**src/rtl/lsp.sv**
```systemverilog
// lsp: load/store pipe.
//   Accepts one load/store op at a time from issue (ix_lsp_*). It forms the byte address
//   base + sext(offset), issues a single data-memory request (dm_req_*), waits for the one
//   response (dm_resp_*), extracts and extends load data, and presents the load result on the
//   writeback interface (lsp_ix_*). lsp_ix_mem_* publish the in-flight load destination so issue
//   can stall dependents.
// Ports:
//   clk, rst              clock, synchronous active-high reset
//   ix_lsp_*              op input and ready (ready is a registered decode of M == IDLE)
//   lsp_ix_mem_wb_en/dst  in-flight load destination
//   lsp_ix_*              writeback register W (valid held until lsp_ix_ready)
//   dm_req_*/dm_resp_*    data-memory request/response, one response per request, in order
// Build option LSP_MISALIGN_TRAP_EN:
//   defined   - misaligned ops skip memory (loads write back 0, stores retire) and are reported
//               on lsp_misalign / lsp_misalign_pc.
//   undefined - addresses are aligned down to the access size; no misalign ports.
module lsp (
  input  logic        clk,
  input  logic        rst,
  input  logic [63:0] ix_lsp_pc,
  input  logic [4:0]  ix_lsp_dst,
  input  logic        ix_lsp_wb_en,
  input  logic [63:0] ix_lsp_base,
  input  logic [11:0] ix_lsp_offset,
  input  logic [63:0] ix_lsp_source,
  input  logic        ix_lsp_mem_sign,
  input  logic [1:0]  ix_lsp_mem_width,
  input  logic        ix_lsp_valid,
  output logic        ix_lsp_ready,
  output logic        lsp_ix_mem_wb_en,
  output logic [4:0]  lsp_ix_mem_dst,
  output logic [4:0]  lsp_ix_dst,
  output logic [63:0] lsp_ix_result,
  output logic [63:0] lsp_ix_pc,
  output logic        lsp_ix_wb_en,
  output logic        lsp_ix_valid,
  input  logic        lsp_ix_ready,
  output logic        dm_req_valid,
  input  logic        dm_req_ready,
  output logic [63:0] dm_req_addr,
  output logic        dm_req_wen,
  output logic [63:0] dm_req_wdata,
  output logic [7:0]  dm_req_wmask,
  input  logic        dm_resp_valid,
  input  logic [63:0] dm_resp_rdata
`ifdef LSP_MISALIGN_TRAP_EN
  ,
  output logic        lsp_misalign,
  output logic [63:0] lsp_misalign_pc
`endif
);

  typedef enum logic [1:0] {StIdle, StReq, StResp, StHold} m_state_e;

  m_state_e    r_state;
  logic        r_ready;
  logic [63:0] r_addr;
  logic [7:0]  r_wmask;
  logic [63:0] r_wdata;
  logic [1:0]  r_width;
  logic        r_sign;
  logic [4:0]  r_dst;
  logic [63:0] r_pc;
  logic        r_wb_en;
  logic        r_store;
  logic [63:0] r_result;

  logic        r_w_valid;
  logic [4:0]  r_w_dst;
  logic [63:0] r_w_result;
  logic [63:0] r_w_pc;

  logic [63:0] w_addr_raw;
  logic [63:0] w_addr;
  logic [2:0]  w_lsb_mask;
  logic [7:0]  w_size_mask;
  logic [7:0]  w_wmask;
  logic [63:0] w_wdata;
  logic [63:0] w_shifted;
  logic [63:0] w_load_data;
  logic        w_w_free;
`ifdef LSP_MISALIGN_TRAP_EN
  logic        w_misaligned;
  logic        r_misalign;
  logic [63:0] r_misalign_pc;
`endif

  assign w_addr_raw = ix_lsp_base + {{52{ix_lsp_offset[11]}}, ix_lsp_offset};
  assign w_w_free   = !r_w_valid || lsp_ix_ready;

  always_comb begin
    w_lsb_mask  = 3'b111;
    w_size_mask = 8'hff;
    w_wdata     = ix_lsp_source;
    case (ix_lsp_mem_width)
      2'd0: begin
        w_lsb_mask  = 3'b000;
        w_size_mask = 8'h01;
        w_wdata     = {8{ix_lsp_source[7:0]}};
      end
      2'd1: begin
        w_lsb_mask  = 3'b001;
        w_size_mask = 8'h03;
        w_wdata     = {4{ix_lsp_source[15:0]}};
      end
      2'd2: begin
        w_lsb_mask  = 3'b011;
        w_size_mask = 8'h0f;
        w_wdata     = {2{ix_lsp_source[31:0]}};
      end
      default: begin
        w_lsb_mask  = 3'b111;
        w_size_mask = 8'hff;
        w_wdata     = ix_lsp_source;
      end
    endcase
  end

`ifdef LSP_MISALIGN_TRAP_EN
  assign w_addr       = w_addr_raw;
  assign w_misaligned = |(w_addr_raw[2:0] & w_lsb_mask);
`else
  assign w_addr       = {w_addr_raw[63:3], w_addr_raw[2:0] & ~w_lsb_mask};
`endif

  // Aligned address keeps the shifted mask inside the 8 lanes.
  assign w_wmask = w_size_mask << w_addr[2:0];

  always_comb begin
    w_shifted   = dm_resp_rdata >> {r_addr[2:0], 3'b000};
    w_load_data = w_shifted;
    case (r_width)
      2'd0:    w_load_data = {{56{r_sign & w_shifted[7]}}, w_shifted[7:0]};
      2'd1:    w_load_data = {{48{r_sign & w_shifted[15]}}, w_shifted[15:0]};
      2'd2:    w_load_data = {{32{r_sign & w_shifted[31]}}, w_shifted[31:0]};
      default: w_load_data = w_shifted;
    endcase
  end

  always_ff @(posedge clk) begin
    if (rst) begin
      r_state    <= StIdle;
      r_ready    <= 1'b0;
      r_addr     <= '0;
      r_wmask    <= '0;
      r_wdata    <= '0;
      r_width    <= '0;
      r_sign     <= 1'b0;
      r_dst      <= '0;
      r_pc       <= '0;
      r_wb_en    <= 1'b0;
      r_store    <= 1'b0;
      r_result   <= '0;
      r_w_valid  <= 1'b0;
      r_w_dst    <= '0;
      r_w_result <= '0;
      r_w_pc     <= '0;
`ifdef LSP_MISALIGN_TRAP_EN
      r_misalign    <= 1'b0;
      r_misalign_pc <= '0;
`endif
    end else begin
`ifdef LSP_MISALIGN_TRAP_EN
      r_misalign <= 1'b0;
`endif
      if (r_w_valid && lsp_ix_ready) r_w_valid <= 1'b0;

      case (r_state)
        StIdle: begin
          if (ix_lsp_valid && r_ready) begin
            r_addr  <= w_addr;
            r_wmask <= ix_lsp_wb_en ? 8'h00 : w_wmask;
            r_wdata <= w_wdata;
            r_width <= ix_lsp_mem_width;
            r_sign  <= ix_lsp_mem_sign;
            r_dst   <= ix_lsp_dst;
            r_pc    <= ix_lsp_pc;
            r_wb_en <= ix_lsp_wb_en;
            r_store <= !ix_lsp_wb_en;
            r_state <= StReq;
            r_ready <= 1'b0;
`ifdef LSP_MISALIGN_TRAP_EN
            if (w_misaligned) begin
              r_misalign    <= 1'b1;
              r_misalign_pc <= ix_lsp_pc;
              if (ix_lsp_wb_en) begin
                r_result <= '0;
                r_state  <= StHold;
              end else begin
                r_state <= StIdle;
                r_ready <= 1'b1;
              end
            end
`endif
          end else begin
            r_ready <= 1'b1;
          end
        end
        StReq: begin
          if (dm_req_ready) r_state <= StResp;
        end
        StResp: begin
          if (dm_resp_valid) begin
            if (r_store || !r_wb_en) begin
              r_state <= StIdle;
              r_ready <= 1'b1;
            end else if (w_w_free) begin
              r_w_valid  <= 1'b1;
              r_w_dst    <= r_dst;
              r_w_result <= w_load_data;
              r_w_pc     <= r_pc;
              r_state    <= StIdle;
              r_ready    <= 1'b1;
            end else begin
              r_result <= w_load_data;
              r_state  <= StHold;
            end
          end
        end
        default: begin  // StHold
          if (w_w_free) begin
            r_w_valid  <= 1'b1;
            r_w_dst    <= r_dst;
            r_w_result <= r_result;
            r_w_pc     <= r_pc;
            r_state    <= StIdle;
            r_ready    <= 1'b1;
          end
        end
      endcase
    end
  end

  assign ix_lsp_ready     = r_ready;
  assign lsp_ix_mem_wb_en = (r_state != StIdle) && r_wb_en;
  assign lsp_ix_mem_dst   = r_dst;
  assign lsp_ix_valid     = r_w_valid;
  assign lsp_ix_wb_en     = r_w_valid;
  assign lsp_ix_dst       = r_w_dst;
  assign lsp_ix_result    = r_w_result;
  assign lsp_ix_pc        = r_w_pc;
  assign dm_req_valid     = (r_state == StReq);
  assign dm_req_addr      = r_addr;
  assign dm_req_wen       = r_store;
  assign dm_req_wdata     = r_wdata;
  assign dm_req_wmask     = r_wmask;
`ifdef LSP_MISALIGN_TRAP_EN
  assign lsp_misalign     = r_misalign;
  assign lsp_misalign_pc  = r_misalign_pc;
`endif

endmodule

```
**config.mk**
```make
export PLATFORM = sky130hd
export DESIGN_NAME = lsp
export DESIGN_NICKNAME = d
export VERILOG_FILES = /design/src/rtl/lsp.sv
export SDC_FILE = /design/constraint.sdc
export NUM_CORES = 1
export LEC_CHECK = 0
export CORE_MARGIN = 1
export CORE_UTILIZATION = 30
export CTS_BUF_LIST = sky130_fd_sc_hd__clkbuf_2
export DETAILED_ROUTE_END_ITERATION = 6
export SETUP_SLACK_MARGIN = 0.02
export SLEW_MARGIN = 5
export SYNTH_ARGS = -nofsm -noshare
export SYNTH_HDL_FRONTEND = slang
export SYNTH_SLANG_ARGS = --single-unit
```
**constraint.sdc**
```tcl
create_clock -name clk -period 3.2 [get_ports clk]
set_input_delay 0.64 -clock clk [delete_from_list [all_inputs] [get_ports clk]]
set_output_delay 0.64 -clock clk [all_outputs]
set_load 0.03 [all_outputs]
```
# Yosys cells after proc, flatten, opt, wreduce, memory -nomap -nowiden
# Index checks and enable logic that the tools add are counted.
# word_totals
regBits	411
input_bits	283
out_inout_bits	280
wordCells	95
# op_classes
n_addsub	1
eq_ne	10
n_shift	2
mux	35
n_bitwise	9
n_reduce_logical	22
# op_table
operator	count
$mux 64	7
$pmux 64 s3	2
$pmux 64 s2	2
$add 64x64->64	1
$shr 64x6->64	1
$pmux 8 s3	1
$mux 5	3
$mux 2	6
$pmux 5 s2	1
$pmux 3 s3	1
$mux 1	8
$mux 8	1
$reduce_and 4->1	2
$shl 8x3->8	1
$eq 2x1->1 const B	3
$eq 2x2->1 const B	3
$logic_not 2->1	3
$ne 2x2->1 const B	3
$pmux 2 s3	1
$reduce_bool 2->1	3
$reduce_and 5->1	1
$not 1->1	4
$reduce_and 2->1	2
$reduce_bool 4->1	1
11 further kinds	18

# Longest topological paths before layout
# depth
depth_word	7
ltp_mapped	12
mapped_depth_nobuf	12

# Least setup slack after synthesis
# OpenSTA, ideal clock, no wires.
# synth_path
path_kind	input-to-reg
from	in ix_lsp_base[21]
to	reg r_addr[57], in the netlist dm_req_addr[57]
setup_time_ns	0.079
arrival_ns	2.969
required_ns	3.121
path_slack_ns	0.152
path_stages	12
path_buffers	2
path_cell_list	ha_1 -> buf_2 -> and3_1 -> and3b_1 -> clkbuf_1 -> and3_1 -> a21o_1 -> o211a_1 -> o31ai_4 -> a211oi_1 -> or2_0 -> o211ai_1
# synth_via
elab_chain_len	1
# synth_rtl
element	line_no	text
from (decl)	23	input logic [63:0] ix_lsp_base,
$add 64x64->64	88	assign w_addr_raw = ix_lsp_base + {{52{ix_lsp_offset[11]}}, ix_lsp_offset};
to (signal assigned)	171	r_addr <= w_addr;
to (decl)	57	logic [63:0] r_addr;
# Every way passes these cells.
# A chain may end at the register's enable or synchronous reset.

# Worst setup path after layout
# layout_path
from	reg r_wmask[0], in the netlist dm_req_wmask[0]
to	out dm_req_wmask[0]
# layout_lines
element	line_no	text
from (decl)	58	logic [7:0] r_wmask;
from (signal assigned)	172	r_wmask <= ix_lsp_wb_en ? 8'h00 : w_wmask;
to (decl)	43	output logic [7:0] dm_req_wmask,
# No word-level cell between the ends.

==> results.cfg <==
[global_routing]
grt_pass1_wl_mm = 133
antenna_found_initial = 4
overflow = 0
grt_start_max_net_pins = 187
grtUsageTotal_pct = 23.1
grt_pass1_vias = 22600

[routing]
drt_pass1_iterations = 5
wl_per_cell_um = 18.5
drt-initial-drc-count = 1744
vias = 23600
antenna_left = 0
wirelength_mm = 86.7
via_per_inst = 5.04
post-route-drc-count = 0

[worst_setup_path]
crit_chain = clkdlybuf4s50_1
crit_path_start_kind = flip-flop
worst-setup-path-type = flip-flop to output pin
cp-end-kind = output pin
crit_family = buffers and inverters
reg2reg_slack_ns = 0.39
cpMaxStageDelayCell = clkdlybuf4s50_1
worstPathMaxFanout = 2
rr_startpoint = dm_req_addr[0]$_SDFFE_PP0P_
worstRegToRegCells = 10
crit_buf_inv = 1
r2r_end = lsp_ix_result[48]$_SDFFE_PP0P_
slowest_delay_ns = 0.73
crit_required_ns = 2.56
crit_arrival_ns = 2.35

[timing]
max_freq_mhz = 334
setup_slack_ns = 0.206
hold_ws_ns = 0.207
finalHoldViolations = 0
worst_pin_slew_ns = 1.00
min_period_ns = 2.99
finalClockSkew_ns = 0.0989
setup_viol = 0
drv_slew = 0
finalCritPeriodShare_pct = 93.6
rsz0062_at_grt = no
relSlewSlack_pct = 33.2

[floorplan]
io_pins = 563
die_area_mm2 = 0.0725
chipWidth_um = 269
rows = 97
die_y_um = 269
core_mm2 = 0.0704
start_util_pct = 30.4

[placement]
finalWeightedCongestion = 0.932
dp_slack_ns = -0.574
dp.final_hpwl_mm = 62.9
io_buffers = 562
post_dp_cell_area_mm2 = 0.0299

[final_layout]
final_cell_mix = clkdlybuf4s50_1, nand2_1, a21oi_1
drive_gt1_share_pct = 14.1
final_common_cell = clkdlybuf4s50_1
fin_nets = 4011
area_growth_syn_to_layout_pct = 48.1
fin_util_pct = 45.1
design_area_mm2 = 0.0317

[clock_tree]
cts-root-buf = clkbuf_2
clk_latency_ns = 1.15
cts_max_level = 3
clock-sinks = 411
postCtsSetupBuffers = 0
cts_buffers = 113
ctsLongestPathBuffers = 3
cts_tree = done
clk_pin_slew_ns = 0.10

[yosys]
netlist_area_mm2 = 0.0214
avgSynthCellArea_um2 = 7.57
synth.top_cell.area_share_pct = 38.4
synth_nets = 3176
synth_cell_type_count = 74
synth_edf_count = 0
yosys_warnings = 0
synthTopCellsByArea = dfxtp_1, a21oi_1, nand2_1
synthFlopType = dfxtp_1
ys_seq_elements = 411
yosysTopAreaCell = dfxtp_1
seq_area_frac_synth_pct = 38.4
syn_inst = 2829
synthArstFlopShare_pct = 0

[worst_hold_path]
hold_path_class = primary input to flip-flop
worst_hold_path.num_cells = 3
min_from = ix_lsp_source[9]
holdPathEnd = dm_req_wdata[9]$_SDFFE_PP0P_

[power]
finalPower_mw = 16.3
vdd_ir_drop_max_uv = 493
p_leak_nw = 11.9
p_per_area_mw_per_mm2 = 513

[job]
maxCapViolations = 0

[run_status]
outcome = complete, no violations
-- metal layers --
metal  vias to the layer above  global-route usage [%]  part of all wire [%]
li1                      11700                       -                     -
met1                     10900                    27.9                    42
met2                       790                    39.2                    48
met3                       177                    5.61                   6.6
met4                         2                    9.28                   3.7
met5                         -                       0                 0.015
-- timing repair --
action | in CTS | in global routing
setup endpoints to repair | 7 | 3
hold endpoints to repair | 123 | 1
gates resized for setup | 10 | 4
hold buffers | 80 | 1
-- state kept, by name, indices dropped and copies added (netlist names) --
name	cells
dm_req_addr	64
ix_lsp_ready	1
dm_req_wdata	64
r_pc	64
r_result	64
r_width	2
lsp_ix_dst	5
r_wb_en	1
r_state	2
dm_req_wen	1
lsp_ix_valid	1
r_sign	1
lsp_ix_pc	64
lsp_ix_result	64
dm_req_wmask	8
lsp_ix_mem_dst	5
-- area by class of cell --
type	instances	area, um2
Antenna cell	4	10.0
Tap cell	940	1180
Inverter	34	128
Timing Repair Buffer	947	8940
Sequential cell	411	8240
Clock buffer	171	856
Fill cell	7151	38700
Clock inverter	30	170
Multi-Input combinational cell	2157	12200
-- cells in the mapped netlist (14+ instances only) --
master	number
clkbuf_1	191
xor2_1	16
nand4_1	19
a311oi_1	20
o22ai_1	16
o211ai_1	27
nor2b_1	15
a21o_1	34
ha_1	63
nor2_1	336
dfxtp_1	411
inv_1	34
a211oi_1	151
and3_1	16
a21oi_1	451
nand3b_1	14
nor3_1	41
buf_1	18
mux2i_1	101
o21ai_0	91
nand2_1	532
nand3_1	43
xnor2_1	19
-- cells by family (layout without fill, tap and decap cells) --
| family | count (synthesis) | after routing | share of synthesized area [%] |
|---|---|---|---|
| AOI/OAI and AO/OA | 878 | 878 | 25.0 |
| xor gates and xnor gates | 35 | 35 | 1.43 |
| adders and majority gates | 64 | 64 | 3.77 |
| buffers and inverters | 261 | 1182 | 4.79 |
| DFF | 411 | 411 | 38.4 |
| muxes | 118 | 118 | 5.93 |
| other | 0 | 4 | 0 |
| and+or+nand+nor | 1062 | 1062 | 20.6 |
-- where the power goes --
group | switching (mW) | internal [mW]
registers | 0.372 | 5.65
logic | 3.83 | 2.52
clock network | 2.38 | 1.52
-- worst max-delay path by stage --
stage / startpoint / end / slack (ns) / cells past startpoint
2_1_floorplan: ix_lsp_base[21] / dm_req_addr[57]$_SDFFE_PP0P_ / 0.15 / 12
3_3_place_gp: ix_lsp_base[1] / dm_req_addr[17]$_SDFFE_PP0P_ / -0.58 / 14
3_5_place_dp: ix_lsp_base[1] / dm_req_addr[57]$_SDFFE_PP0P_ / -0.57 / 13
4_1_cts: r_state[1]$_SDFFE_PP0P_ / lsp_ix_mem_wb_en / 0.0008 / 3
5_1_grt: dm_req_addr[1]$_SDFFE_PP0P_ / dm_req_addr[1] / 0.02 / 2
6_report: dm_req_wmask[0]$_SDFFE_PP0P_ / dm_req_wmask[0] / 0.21 / 1
-- per-stage QoR --
stage / TNS (ns) / instances
floorplan: 0 / 2829
global placement: -27.24 / 4408
detailed placement: -29.04 / 4408
CTS: 0 / 4689
global route: 0 / 4694
finish: 0 / 4694
Note: power is estimated with default switching activity, not from simulation.
